<file path="src/rtl/qam_symbol_mapper.sv">
// Serial-bit to QPSK/16QAM symbol mapper on the system clock.
// Bit strobes come from rising edges of the divided bit clock; I/Q are Gray-coded and held between symbols.
module qam_symbol_mapper #(
    parameter int AMP   = 32,
    parameter int OUT_W = 8
) (
    input  logic                    clk_in,
    input  logic                    rst,
    input  logic                    en,
    input  logic                    mod_type,
    input  logic                    clk_bitstream,
    input  logic                    bit_in,
    output logic                    bit_req,
    output logic signed [OUT_W-1:0] i_out,
    output logic signed [OUT_W-1:0] q_out,
    output logic                    sym_valid,
    output logic [15:0]             sym_cnt
);

    typedef enum logic {
        MODE_QPSK  = 1'b0,
        MODE_16QAM = 1'b1
    } mode_e;

    localparam logic signed [OUT_W-1:0] LVL_N3 = OUT_W'(-3 * AMP);
    localparam logic signed [OUT_W-1:0] LVL_N1 = OUT_W'(-AMP);
    localparam logic signed [OUT_W-1:0] LVL_P1 = OUT_W'(AMP);
    localparam logic signed [OUT_W-1:0] LVL_P3 = OUT_W'(3 * AMP);

    logic        bs_d;
    logic [1:0]  bit_cnt;
    mode_e       mt_lat;
    // The current bit completes the word, so only the three earlier bits are stored.
    logic [2:0]  shreg;

    logic        bit_stb;
    logic        mode_abort;
    logic [1:0]  cur_cnt;
    logic        start_sym;
    mode_e       sym_mode;
    logic [1:0]  last_idx;
    logic        sym_done;
    logic [3:0]  word;
    logic signed [OUT_W-1:0] i_next;
    logic signed [OUT_W-1:0] q_next;

    function automatic logic signed [OUT_W-1:0] gray_level(input logic [1:0] g);
        case (g)
            2'b00:   return LVL_N3;
            2'b01:   return LVL_N1;
            2'b11:   return LVL_P1;
            default: return LVL_P3;
        endcase
    endfunction

    // NOTE: every signal driven here gets a default first, so no path can infer a latch.
    always_comb begin
        bit_stb    = clk_bitstream & ~bs_d & en;
        bit_req    = bit_stb;
        mode_abort = (mode_e'(mod_type) != mt_lat) && (bit_cnt != 2'd0);
        cur_cnt    = mode_abort ? 2'd0 : bit_cnt;
        start_sym  = (cur_cnt == 2'd0);
        sym_mode   = start_sym ? mode_e'(mod_type) : mt_lat;
        last_idx   = (sym_mode == MODE_16QAM) ? 2'd3 : 2'd1;
        sym_done   = bit_stb && (cur_cnt == last_idx);
        word       = {shreg, bit_in};
        i_next     = '0;
        q_next     = '0;
        if (sym_mode == MODE_16QAM) begin
            i_next = gray_level(word[3:2]);
            q_next = gray_level(word[1:0]);
        end else begin
            i_next = word[1] ? LVL_P3 : LVL_N3;
            q_next = word[0] ? LVL_P3 : LVL_N3;
        end
    end

    // NOTE: state uses non-blocking assignments so every register samples pre-edge values.
    always_ff @(posedge clk_in or posedge rst) begin
        if (rst) begin
            bs_d      <= 1'b1;
            bit_cnt   <= 2'd0;
            mt_lat    <= MODE_QPSK;
            shreg     <= 3'd0;
            i_out     <= '0;
            q_out     <= '0;
            sym_valid <= 1'b0;
            sym_cnt   <= 16'd0;
        end else begin
            bs_d      <= clk_bitstream;
            sym_valid <= 1'b0;
            if (!en) begin
                bit_cnt <= 2'd0;
            end else if (bit_stb) begin
                shreg <= word[2:0];
                if (start_sym) begin
                    mt_lat <= mode_e'(mod_type);
                end
                if (sym_done) begin
                    bit_cnt   <= 2'd0;
                    i_out     <= i_next;
                    q_out     <= q_next;
                    sym_valid <= 1'b1;
                    sym_cnt   <= sym_cnt + 16'd1;
                end else begin
                    bit_cnt <= cur_cnt + 2'd1;
                end
            end else if (mode_abort) begin
                bit_cnt <= 2'd0;
            end
        end
    end

endmodule
</file>
<file path="config.mk">
export PLATFORM = sky130hd
export DESIGN_NAME = qam_symbol_mapper
export DESIGN_NICKNAME = d
export VERILOG_FILES = /design/src/rtl/qam_symbol_mapper.sv
export SDC_FILE = /design/constraint.sdc
export NUM_CORES = 1
export LEC_CHECK = 0
export CELL_PAD_IN_SITES_DETAIL_PLACEMENT = 2
export CELL_PAD_IN_SITES_GLOBAL_PLACEMENT = 2
export CORE_MARGIN = 2
export CORE_UTILIZATION = 30
export CTS_BUF_LIST = sky130_fd_sc_hd__clkbuf_4 sky130_fd_sc_hd__clkbuf_8
export CTS_CLUSTER_SIZE = 30
export DETAILED_ROUTE_END_ITERATION = 10
export PLACE_DENSITY_LB_ADDON = 0.2
export SKIP_LAST_GASP = 1
export SLEW_MARGIN = 15
export SYNTH_ARGS = -nofsm -noshare
export SYNTH_HDL_FRONTEND = slang
export SYNTH_SLANG_ARGS = --single-unit
</file>
<file path="constraint.sdc">
create_clock -name clk_in -period 2.25 [get_ports clk_in]
set_clock_uncertainty 0.2 [all_clocks]
set_input_delay 0.45 -clock clk_in [delete_from_list [all_inputs] [get_ports clk_in]]
set_output_delay 0.45 -clock clk_in [all_outputs]
set_load 0.01 [all_outputs]
</file>
Word-level counts from Yosys, hierarchy flattened
Index checks and enable logic that the tools add are counted.

Memory bits (writable): 0. Output and inout bits: 34. Register bits: 40. Memories kept: 0. Bits in latches: 0. ROM bits: 0.

Add/sub/neg operators: 2. $lt $le $gt $ge: 0. Muxes and demuxes: 15. Equality and inequality tests: 6. Reductions and logical operators: 8. Bitwise operators: 3. Multiply operators: 0. Shifts and indexed selects: 0. Divide/modulo/power cells: 0.

Operators by type and width (count): $pmux 8 s3 (2); $mux 8 (4); $add 16x1->16 const B (1); $mux 2 (5); $logic_not 2->1 (3); $eq 2x1->1 const B (2); $eq 2x2->1 const B (2); $mux 1 (4); $reduce_and 3->1 (1); $add 2x1->2 const B (1); $and 1x1->1 (2); $eq 2x2->1 (1); $logic_and 1x1->1 (2); $reduce_and 2->1 (1); $reduce_bool 2->1 (1); $ne 1x1->1 (1); $not 1->1 (1).

Longest topological paths before layout
Gate-level depths: netlist of the first run.

Word-level depth: 11. Depth in mapped cells: 7.

Least setup slack after synthesis of the first run
Ideal clock, no wire load.

Path type: input-to-reg. From: input mod_type. To: register q_out[7]. Path slack: 0.286 ns. Stages on the path: 7. Data arrival time: 1.699 ns. Library setup time: 0.065 ns. Cells stage by stage: xnor2_1 > nand2_1 > ha_1 > mux2i_1 > nor2b_1 > a211o_1 > nand2_1.

Cells in the longest elaborated chain, start to end: 9.

Ends and longest elaborated chain: from (decl) (RTL line 10) `input logic mod_type,`; $ne 1x1->1 (RTL line 60) `mode_abort = (mode_e'(mod_type) != mt_lat) && (bit_cnt != 2'd0);`; $logic_and 1x1->1 (RTL line 60); $mux 2; $logic_not 2->1 (RTL line 62) `start_sym = (cur_cnt == 2'd0);`; $mux 1; $mux 2 (RTL line 64) `last_idx = (sym_mode == MODE_16QAM) ? 2'd3 : 2'd1;`; $eq 2x2->1 (RTL line 65) `sym_done = bit_stb && (cur_cnt == last_idx);`; $logic_and 1x1->1 (RTL line 65); $reduce_and 3->1 (no source line); to (signal assigned) (RTL line 102) `q_out <= q_next;`; to (decl) (RTL line 15) `output logic signed [OUT_W-1:0] q_out,`.

Several ways; a longest one is shown, not always the timed one. A chain may end at the register's enable or synchronous reset.

Worst setup path after layout of the first run
From: input en. To: register sym_cnt[11].

Cells in the longest elaborated chain, start to end: 3.

Ends and longest elaborated chain: from (decl) (RTL line 9) `input logic en,`; $and 1x1->1 (RTL line 58) `bit_stb = clk_bitstream & ~bs_d & en;`; $logic_and 1x1->1 (RTL line 65); $reduce_and 3->1 (no source line) *; to (signal assigned) (RTL line 104) `sym_cnt <= sym_cnt + 16'd1;`; to (decl) (RTL line 17) `output logic [15:0] sym_cnt`.

Every way passes the cells marked *; elsewhere a longest branch is shown, timed or not.

==> impl_metrics.json, run 1 <==
{
  "dp_cells": 226,
  "synth_most_common_cell": "dfrtp_1",
  "die_w_um": 73.3,
  "syn2layout_area_growth_pct": 36.1,
  "yosysTopAreaCell": "dfrtp_1",
  "max_cap_viol_count": 0,
  "grtUsageTotal_pct": 15.7,
  "p_per_area_nw_per_um2": 642,
  "max_freq_ghz": 0.467,
  "dieArea_um2": 5370,
  "drc": 0,
  "yosys_most_used_dff": "dfrtp_1",
  "yosys-top-cells-area": "dfrtp_1, buf_4, xor2_1",
  "nNetsFinal": 190,
  "ys_seq_area_share_pct": 50.5,
  "worstPathArrival_ps": 2140,
  "worstSetupEndpointType": "flop",
  "synth_edf_count": 0,
  "multi_input_area_um2": 669,
  "post-route-min-period_ps": 2140,
  "cts_num_sinks": 29,
  "firstDrtPassIters": 4,
  "yosysWarnings": 0,
  "core-area_um2": 4660,
  "drtAntennaViolNets": 0,
  "critical_path.max_fanout": 6,
  "grt_max_degree": 30,
  "antenna_found_initial": 0,
  "post_cts_buffers": 0,
  "startpoint_type": "input port",
  "worst_skew_pair.late_latency_ps": 280,
  "ir_worst_vdd_uv": 345,
  "regArea_um2": 727,
  "critPathKind": "input port to flop",
  "synth_cell_types": 34,
  "max_stage_delay_ps": 480,
  "via_per_inst": 4.78,
  "root_buffer": "clkbuf_8",
  "p_leak_uw": 0.000960,
  "initial_utilization_pct": 30.9,
  "antenna_cells": 0,
  "numCtsBuffers": 5,
  "syn_inst": 134,
  "dp_hpwl_um": 2660,
  "min_path_type": "flop to flop",
  "drive_above_1_share_pct": 17.9,
  "htree_levels": 2,
  "cts_tree": "done",
  "clk_path_buf_depth": 2,
  "timing.hold.ws_ps": 279,
  "io_pins": 40,
  "outcome": "finished clean",
  "mappedNetlistArea_um2": 1440,
  "fin_crit_sh_pct": 95.2,
  "async_reset_ff_share_pct": 100,
  "final_util_pct": 42.0,
  "synth_top_cell_area_share_pct": 48.7,
  "wl_per_cell_um": 15.8,
  "synth_common_cells": "dfrtp_1, nand2_1, buf_4",
  "grt_overflow_total": 0,
  "total_power_uw": 1260,
  "rsz0062_at_grt": "no",
  "gp_congestion": 0.828,
  "final_cells": 233,
  "hold_viol_final": 0,
  "ys_ff_latch": 29,
  "cts_hold_buf": 0,
  "rows": 25,
  "finalSetupViolCount": 0,
  "cp_slowest_cell": "clkdlybuf4s50_1",
  "critPathRequiredTime_ps": 2250,
  "grt_pass1_wl_um": 6200,
  "syn_area_per_cell_um2": 10.7,
  "grt_pass1_vias": 1174,
  "drt-initial-drc-count": 37,
  "port_buffers": 29,
  "die_h_um": 73.3,
  "maxSlewViolCount": 0,
  "setup-tns-final_ps": 0,
  "vias": 1113,
  "clkTransAtPathRegs_ps": 60,
  "drt-total-wl_um": 3680,
  "path_cells": "clkdlybuf4s50_1 > and3b_2 > buf_4 > o211ai_2 > nor4_1 > xor2_1",
  "fillers": 501
}
==> worst paths after layout <==
| path | start | end | slack (ps) | cells after the start |
|---|---|---|---|---|
| worst max-delay path | en | sym_cnt[11]$_DFFE_PP0P_ | 110 | 6 |
| worst min-delay path | sym_cnt[15]$_DFFE_PP0P_ | sym_cnt[15]$_DFFE_PP0P_ | 280 | 1 |
| worst max register to register | mt_lat$_DFFE_PP0P_ | q_out[7]$_DFFE_PP0P_ | 250 | 8 |
| worst min register to register | sym_cnt[15]$_DFFE_PP0P_ | sym_cnt[15]$_DFFE_PP0P_ | 280 | 1 |
| max in group asynchronous | rst | bs_d$_DFF_PP1_ | 1180 | 3 |
| min in group asynchronous | rst | i_out[5]$_DFFE_PP0P_ | 340 | 3 |
==> flip-flops by register name, indices dropped and copies added, names as in the netlist <==
name       flops
shreg          3
sym_valid      1
bit_cnt        2
bs_d           1
mt_lat         1
i_out          3
q_out          2
sym_cnt       16
==> power breakdown <==
| part | internal, µW | switching (µW) |
|---|---|---|
| registers | 561 | 35.6 |
| clock network | 254 | 199 |
| logic | 108 | 97.9 |
| total | 924 | 332 |
==> per-layer routing <==
layer,track usage (%),vias up,wire length (µm)
li1,-,523,-
met1,19.6,562,1570
met2,25.6,20,1910
met3,3.57,8,118
met4,7.41,0,77
met5,0,-,0
==> layout make-up <==
type | count | area share (%)
clock buffers | 7 | 4.60
inverters | 4 | 0.767
multi-input cells | 97 | 34.2
flip-flops and latches | 29 | 37.1
well taps | 54 | 3.45
repair buffers | 42 | 19.9
==> through the flow <==
stage,area (µm²),setup slack (ps)
6_report,1960,108
5_1_grt,1960,15.5
4_1_cts,1930,-4.90
3_5_place_dp,1830,-300
3_3_place_gp,1830,-184
2_1_floorplan,1470,286
==> worst max-delay path: cells and delay by family <==
kind | cells | cell delay [ps]
and+or+nand+nor | 2 | 680
buffers and inverters | 2 | 610
xor gates and xnor gates | 1 | 200
AOI/OAI and AO/OA | 1 | 180
==> placed cells by master, fill, tap and decap left out, types with 2 or more instances in the layout <==
cell type and count:
and2_1 2, and3_1 2, buf_4 13, clkbuf_8 6, clkdlybuf4s50_1 27, conb_1 10, dfrtp_1 28, ha_1 5
inv_1 3, mux2i_1 2, nand2_1 20, nand2b_1 2, nand3_1 2, nand4_1 4, nor2_1 4, nor3_1 4
nor4_1 2, o211ai_2 2, o21ai_0 3, xnor2_1 7, xnor2_2 2, xor2_1 9
==> kinds of logic after synthesis <==
| group | after synthesis | share of synthesized area, % |
|---|---|---|
| AND/OR/NAND/NOR | 50 | 18.0 |
| flip-flops | 29 | 50.5 |
| XOR/XNOR | 18 | 11.5 |
| buffers and inverters | 17 | 7.56 |
| AO/OA/AOI/OAI | 11 | 5.65 |
| adder cells (fa/ha/maj) | 5 | 4.35 |
| multiplexers | 3 | 2.17 |
| other | 1 | 0.261 |
==> what timing repair did <==
action | 4_1_cts | 5_1_grt
pin swaps | 0 | 0
resized for setup | 3 | 7
endpoints found under the setup margin | 4 | 9
(Power assumes the default switching activity.)
==> inputs of run 2 (changes only) <==
--- a/config.mk
+++ b/config.mk
@@ -12,7 +12,8 @@
 export CTS_BUF_LIST = sky130_fd_sc_hd__clkbuf_4 sky130_fd_sc_hd__clkbuf_8
 export CTS_CLUSTER_SIZE = 30
 export DETAILED_ROUTE_END_ITERATION = 10
-export PLACE_DENSITY_LB_ADDON = 0.2
+export PLACE_DENSITY = 0.81
+export SKIP_CTS_REPAIR_TIMING = 1
 export SKIP_LAST_GASP = 1
 export SLEW_MARGIN = 15
 export SYNTH_ARGS = -nofsm -noshare
==> run 2 against run 1 <==
  * Critical path depth is the same
  * Sequential power about the same
  * Via count increased by 1.5%
  * Combinational power increased by 5%
  * Utilization is 0.11 points lower
  * Hold slack worse by 5.2 ps
  * Count of clock-buffer cells in the layout unchanged
  * Die area stayed put
  * Fmax increased by 1.5%
  * Wire length grew 3.5%
  * Cell area down 0.26%
  * Setup slack gained 32 ps
==> impl_metrics.json, run 2 (synthesis gave the netlist of run 1 again) <==
{
  "outcome": "finished clean",
  "nNetsFinal": 190,
  "syn2layout_area_growth_pct": 35.7,
  "timing.hold.ws_ps": 274,
  "die_w_um": 73.3,
  "rsz0062_at_grt": "no",
  "hp-start": "sym_cnt[15]$_DFFE_PP0P_",
  "top_regs": "sym_cnt (16), i_out (3), shreg (3)",
  "max_freq_ghz": 0.474,
  "final_cell_mix": "dfrtp_1, clkdlybuf4s50_1, nand2_1, buf_4, conb_1",
  "worst_skew_pair.late_latency_ps": 280,
  "via_per_inst": 4.85,
  "post-route-min-period_ps": 2110,
  "maxSlewViolCount": 0,
  "r2r_setup_slack_ps": 150,
  "grt_pass1_wl_um": 6220,
  "largest_reg_flops": 16,
  "worstPathArrival_ps": 2110,
  "finalSetupViolCount": 0,
  "use_met1_pct": 17.9,
  "fin_crit_sh_pct": 93.8,
  "drt-total-wl_um": 3810,
  "root_buffer": "clkbuf_8",
  "ir_worst_vdd_uv": 289,
  "hold_depth": 1,
  "final_common_cell": "dfrtp_1",
  "port_buffers": 29,
  "io_pins": 40,
  "htree_levels": 2,
  "fin_ws_ps": 140,
  "rows": 25,
  "gp_congestion": 0.795,
  "vias": 1130,
  "antenna_cells": 0,
  "grt_pass1_vias": 1218,
  "reg2reg_depth": 7,
  "grt_max_degree": 30,
  "clk_path_buf_depth": 2,
  "hold_viol_final": 0,
  "startpoint_type": "input port",
  "critPathKind": "input port to flop",
  "clkTransAtPathRegs_ps": 60,
  "dp_hpwl_um": 2800,
  "numCtsBuffers": 5,
  "grtUsageTotal_pct": 15.9,
  "grt-busiest-layer": "met2",
  "use_met3_pct": 4.12,
  "dieArea_um2": 5370,
  "dp_cells": 226,
  "grt_overflow_total": 0,
  "p_leak_uw": 0.000956,
  "r2r_start": "mt_lat$_DFFE_PP0P_",
  "drc": 0,
  "final_util_pct": 41.9,
  "antenna_found_initial": 0,
  "top_register": "sym_cnt",
  "use_met2_pct": 27.7,
  "min_path_type": "flop to flop",
  "final_cells": 233,
  "critical_path.max_fanout": 6,
  "min_to": "sym_cnt[15]$_DFFE_PP0P_",
  "wl_per_cell_um": 16.4,
  "dp_slack_ps": -399,
  "max_cap_viol_count": 0,
  "die_h_um": 73.3,
  "rr_endpoint": "i_out[7]$_DFFE_PP0P_",
  "firstDrtPassIters": 4,
  "critPathRequiredTime_ps": 2250,
  "drt-initial-drc-count": 28,
  "drtAntennaViolNets": 0,
  "cts_num_sinks": 29,
  "drive_above_1_share_pct": 17.9,
  "core-area_um2": 4660,
  "p_per_area_nw_per_um2": 645,
  "worstSetupEndpointType": "flop",
  "cts_tree": "done",
  "initial_utilization_pct": 30.9
}
[run 2: per-layer routing]
metal | routed length (µm) | share of wire [%] | up-vias
li1 | - | - | 520
met1 | 1550 | 41 | 578
met2 | 2060 | 54 | 26
met3 | 124 | 3.3 | 6
met4 | 76 | 2.0 | 0
met5 | 0 | 0 | -
[run 2: layout make-up]
cell class              count  area [µm²]
fillers                   500        2710
flip-flops and latches     29         727
multi-input cells          97         661
repair buffers             42         393
clock buffers               7        90.1
well taps                  54        67.6
inverters                   4        15.0
[run 2: worst max-delay path by stage]
stage / startpoint / to / slack (ps) / cells after the start
3_3_place_gp: mod_type / i_out[7]$_DFFE_PP0P_ / -210 / 8
5_1_grt: en / sym_cnt[11]$_DFFE_PP0P_ / 5 / 6
2_1_floorplan: mod_type / q_out[7]$_DFFE_PP0P_ / 290 / 7
4_1_cts: mod_type / i_out[7]$_DFFE_PP0P_ / -270 / 8
6_report: en / sym_cnt[9]$_DFFE_PP0P_ / 140 / 6
3_5_place_dp: mod_type / i_out[7]$_DFFE_PP0P_ / -400 / 8
[run 2: power breakdown]
part / switching (µW) / total [µW] / leakage, µW / internal (µW)
logic: 108 / 217 / 0.000518 / 110
clock network: 189 / 443 / 0.0000477 / 254
registers: 37.5 / 599 / 0.000390 / 562
[run 2: metrics by stage]
stage          setup TNS [ps]  cell area (µm²)  total power (µW)
6_report                    0             1950              1260
5_1_grt                     0             1950              1320
4_1_cts                  -610             1920              1270
3_5_place_dp            -3510             1830               818
3_3_place_gp            -1860             1830               796
2_1_floorplan               0             1470               720
[run 2: worst max-delay path, cell delays in order]
cell and delay [ps]:
clkdlybuf4s50_1 500, and3b_2 250, buf_4 130, o211ai_2 170
nor4_1 430, xor2_1 180
